--- src/rtl/pulse_width_meter.sv ---
// pulse_width_meter
// Measures the high-time of a sampled signal in clock cycles, driven by the
// single-cycle rise/fall pulses of an upstream edge detector. Each completed
// pulse produces one result in a one-entry output register with a
// valid/ready handshake. The counter saturates at all-ones and flags the
// saturation. A result that finds the output register occupied is dropped
// and reported with a one-cycle drop pulse.
// All outputs come straight from flops, so no input reaches an output
// combinationally.

module pulse_width_meter #(
  parameter int CNT_W = 16
) (
  input  logic             clk,
  input  logic             reset,
  input  logic             rising_edge_i,
  input  logic             falling_edge_i,
  output logic [CNT_W-1:0] width_o,
  output logic             overflow_o,
  output logic             width_valid_o,
  input  logic             width_ready_i,
  output logic             drop_o
);

  typedef enum logic {
    IDLE    = 1'b0,
    MEASURE = 1'b1
  } state_t;

  localparam logic [CNT_W-1:0] CNT_ONE = {{(CNT_W-1){1'b0}}, 1'b1};
  localparam logic [CNT_W-1:0] CNT_MAX = {CNT_W{1'b1}};

  state_t           r_state;
  state_t           w_next_state;
  logic [CNT_W-1:0] r_cnt;
  logic [CNT_W-1:0] w_next_cnt;
  logic             r_sat;
  logic             w_next_sat;
  logic             w_capture;

  logic [CNT_W-1:0] r_width;
  logic             r_overflow;
  logic             r_valid;
  logic             r_drop;

  logic             w_accept;
  logic             w_load;
  logic             w_drop;

  // Measurement state, counter and saturation flag registers
  always_ff @(posedge clk or negedge reset) begin
    if (!reset) begin
      r_state <= IDLE;
      r_cnt   <= '0;
      r_sat   <= 1'b0;
    end else begin
      r_state <= w_next_state;
      r_cnt   <= w_next_cnt;
      r_sat   <= w_next_sat;
    end
  end

  // Next-state logic: start on rise, count while high, capture on fall
  always_comb begin
    w_next_state = r_state;
    w_next_cnt   = r_cnt;
    w_next_sat   = r_sat;
    w_capture    = 1'b0;
    case (r_state)
      IDLE: begin
        if (rising_edge_i) begin
          w_next_state = MEASURE;
          w_next_cnt   = CNT_ONE;
          w_next_sat   = 1'b0;
        end
      end
      MEASURE: begin
        if (falling_edge_i) begin
          w_capture    = 1'b1;
          w_next_state = IDLE;
        end else if (rising_edge_i) begin
          w_next_cnt = CNT_ONE;
          w_next_sat = 1'b0;
        end else if (r_cnt == CNT_MAX) begin
          w_next_sat = 1'b1;
        end else begin
          w_next_cnt = r_cnt + CNT_ONE;
        end
      end
      default: begin
        w_next_state = IDLE;
      end
    endcase
  end

  // Handshake decode: load when the slot is free or being emptied this cycle
  always_comb begin
    w_accept = r_valid & width_ready_i;
    w_load   = w_capture & (~r_valid | width_ready_i);
    w_drop   = w_capture & r_valid & ~width_ready_i;
  end

  // One-entry output register with valid flag and registered drop pulse
  always_ff @(posedge clk or negedge reset) begin
    if (!reset) begin
      r_width    <= '0;
      r_overflow <= 1'b0;
      r_valid    <= 1'b0;
      r_drop     <= 1'b0;
    end else begin
      r_drop <= w_drop;
      if (w_load) begin
        r_width    <= r_cnt;
        r_overflow <= r_sat;
        r_valid    <= 1'b1;
      end else if (w_accept) begin
        r_valid <= 1'b0;
      end
    end
  end

  assign width_o       = r_width;
  assign overflow_o    = r_overflow;
  assign width_valid_o = r_valid;
  assign drop_o        = r_drop;

endmodule

--- config.mk ---
export PLATFORM = sky130hd
export DESIGN_NAME = pulse_width_meter
export DESIGN_NICKNAME = d
export VERILOG_FILES = /design/src/rtl/pulse_width_meter.sv
export SDC_FILE = /design/constraint.sdc
export NUM_CORES = 1
export LEC_CHECK = 0
export CORE_MARGIN = 2
export CORE_UTILIZATION = 38
export DETAILED_ROUTE_END_ITERATION = 12
export PLACE_DENSITY = 0.7
export SLEW_MARGIN = 25
export SYNTH_ARGS = -nofsm -noshare
export SYNTH_HDL_FRONTEND = slang
export SYNTH_SLANG_ARGS = --single-unit
--- constraint.sdc ---
create_clock -name clk -period 2.55 [get_ports clk]
set_clock_uncertainty 0.05 [all_clocks]
set_input_delay 0.255 -clock clk [delete_from_list [all_inputs] [get_ports clk]]
set_output_delay 0.255 -clock clk [all_outputs]
set_load 0.03 [all_outputs]
==> flow_summary.json <==
{
  "core_mm2": 0.00444,
  "hold_viol_final": 0,
  "cts.clk_slew.worst_paths_ps": 70,
  "synth_area_leaders": "dfrtp_1, mux2_2, nand4_1",
  "r2r-start": "r_cnt[0]$_DFFE_PN0P_",
  "ant_nets": 0,
  "cts_max_level": 2,
  "top_layer": "met4",
  "synth.most_common_cell": "dfrtp_1",
  "numClockSinks": 37,
  "hold-worst-slack_ps": 342,
  "place_hpwl_um": 2400,
  "synth_flop_cell": "dfrtp_1",
  "port_buffers": 23,
  "cts_resized": 0,
  "synthCells": 161,
  "syn_to_final_growth_pct": 19.9,
  "grt.overflow.total": 0,
  "timing.setup.tns_ps": 0,
  "fmax_mhz": 453,
  "drc": 0,
  "vias": 1349,
  "row_count": 24,
  "yosysTopAreaCellShare_pct": 51.9,
  "synth_commonest_cells": "dfrtp_1, mux2_2, nand2_1",
  "clk_path_buf_depth": 2,
  "drtIter0Drc": 94,
  "synth.distinct_cells": 42,
  "hold_buffers": 0,
  "fillers": 419,
  "firstDrtPassIters": 4,
  "regToRegSetupSlack_ps": 340,
  "wl_met3_um": 97,
  "start_util_pct": 40.1,
  "worst_pin_slew_ps": 457,
  "grt_pass1_vias": 1270,
  "met2RoutedLength_um": 1560,
  "syn_area_per_cell_um2": 11.1,
  "p_leak_nw": 0.911,
  "cp_data_arrival_time_ps": 2360,
  "reg2reg_to": "r_cnt[14]$_DFFE_PN0P_",
  "cpMaxStageDelayCell": "or4_1",
  "syn_nets": 167,
  "gp_congestion": 0.825,
  "antenna_cells": 0,
  "ys_seq_area_share_pct": 51.9,
  "io_pins": 24,
  "die_w_um": 72.5,
  "die_y_um": 72.5,
  "cts_tree": "built",
  "die_area_mm2": 0.00526,
  "period_needed_ps": 2210,
  "synth-edff-count": 0,
  "yosysTopAreaCell": "dfrtp_1",
  "crit_fanout": 13,
  "cap_violations": 0,
  "cts_root_buf": "clkbuf_8",
  "powerDensity_mw_per_mm2": 592,
  "grt_pass1_wl_um": 6210,
  "start_kind": "flip-flop",
  "cpPeakStageDelay_ps": 630,
  "vias_per_cell": 5.67,
  "fin_crit_sh_pct": 86.5,
  "outcome": "complete, no violations",
  "synth_area_mm2": 0.00178,
  "numCtsBuffers": 5,
  "ys_async_sr_fraction_pct": 100,
  "max_slew_margin_pct": 69.3,
  "route.layer.met1.wl_um": 1830,
  "total_power_mw": 1.26,
  "end_kind": "flip-flop",
  "setup_viol": 0,
  "ir_drop_v": 0.000240,
  "worstRegToRegCells": 7,
  "grt_usage_pct": 15.3,
  "wl_per_cell_um": 15.0,
  "grt_max_degree": 38,
  "grt_setup_unrepaired": "no",
  "cts_setup_buffers": 0,
  "synth-seq-cells": 37,
  "hp-class": "primary input to async pin",
  "worstSetupPathType": "flip-flop to flip-flop",
  "routed_wl_um": 3560,
  "layout-drive-gt1-share_pct": 18.8,
  "layout.nets": 192,
  "ys_warn_count": 0,
  "finalMaxSlewViolations": 0,
  "antenna_found_initial": 0,
  "path_cells": "ha_1 -> nand4_1 -> or4_1 -> buf_4 -> a41oi_1 -> o21ai_0 -> o31ai_1",
  "clock_latency_ps": 290,
  "critical_path_required_ps": 2700
}
metrics by stage:
| step | std cells | utilization, % | instance area (um2) | setup WS (ps) |
|---|---|---|---|---|
| 2_1_floorplan | 161 | - | 1780 | 539 |
| 3_3_place_gp | 231 | 46.1 | 2050 | 420 |
| 3_5_place_dp | 231 | 46.1 | 2050 | 350 |
| 4_1_cts | 238 | 48.1 | 2140 | 342 |
| 5_1_grt | 238 | 48.1 | 2140 | 175 |
| 6_report | 238 | 48.1 | 2140 | 344 |
where the power goes:
| part | leakage (nW) | internal (mW) | switching, mW | total [mW] |
|---|---|---|---|---|
| clock network | 0.0443 | 0.214 | 0.201 | 0.416 |
| registers | 0.502 | 0.614 | 0.0248 | 0.639 |
| logic | 0.364 | 0.0850 | 0.124 | 0.209 |
| total | 0.911 | 0.914 | 0.350 | 1.26 |
routing by layer:
layer  vias up  global-route usage (%)
met5         -                       0
met4         0                    7.41
met3         7                    3.47
met2        20                    22.3
met1       662                    21.4
li1        660                       -
kinds of logic (layout without fill, tap and decap cells):
family	after synthesis	after routing	share of synthesized area, %
compound gates	40	40	15.1
fa+ha+maj	1	1	0.702
buf+inv	15	40	4.91
flops	37	37	51.9
mux	17	17	10.7
simple gates	51	51	16.6
layout by cell type, fill, tap and decap left out, drive strengths merged, types with 2 or more instances in the layout:
| cell | n |
|---|---|
| o21ai | 11 |
| nand4 | 8 |
| clkdlybuf4s50 | 23 |
| nand2 | 12 |
| buf | 6 |
| nor2b | 2 |
| or3 | 2 |
| o211ai | 2 |
| a21oi | 8 |
| nand2b | 3 |
| nand3 | 7 |
| nor4 | 4 |
| a41oi | 2 |
| inv | 4 |
| o41ai | 2 |
| or4 | 3 |
| o31ai | 6 |
| mux2 | 17 |
| clkbuf | 7 |
| o311ai | 2 |
| dfrtp | 37 |
| nor2 | 4 |
worst max-delay path: cells and delay by family (launching register included):
family	cells	cell delay [ps]
and+or+nand+nor	2	770
buffers and inverters	1	230
AOI/OAI and AO/OA	3	360
DFF	1	420
adders and majority gates	1	280
state kept, by name, summed over array words and instances, names as in the netlist:
name           flops
drop_o             1
overflow_o         1
r_cnt             16
r_sat              1
r_state            1
width_o           16
width_valid_o      1
worst max path at each step:
stage / startpoint / slack (ps) / endpoint
6_report: r_cnt[0]$_DFFE_PN0P_ / 340 / r_cnt[14]$_DFFE_PN0P_
5_1_grt: r_cnt[0]$_DFFE_PN0P_ / 180 / r_cnt[14]$_DFFE_PN0P_
4_1_cts: r_cnt[0]$_DFFE_PN0P_ / 340 / r_cnt[14]$_DFFE_PN0P_
3_5_place_dp: r_cnt[0]$_DFFE_PN0P_ / 350 / r_cnt[14]$_DFFE_PN0P_
3_3_place_gp: r_cnt[0]$_DFFE_PN0P_ / 420 / r_cnt[14]$_DFFE_PN0P_
2_1_floorplan: r_cnt[0]$_DFFE_PN0P_ / 540 / r_cnt[7]$_DFFE_PN0P_
cell type report:
cell class	count	area [um2]	area share, %
Clock buffer	7	86.3	4.04
Inverter	4	15.0	0.703
Multi-Input combinational cell	109	769	36.0
Sequential cell	37	926	43.3
Tap cell	52	65.1	3.04
Timing Repair Buffer	29	275	12.9
(Power assumes the default switching activity.)
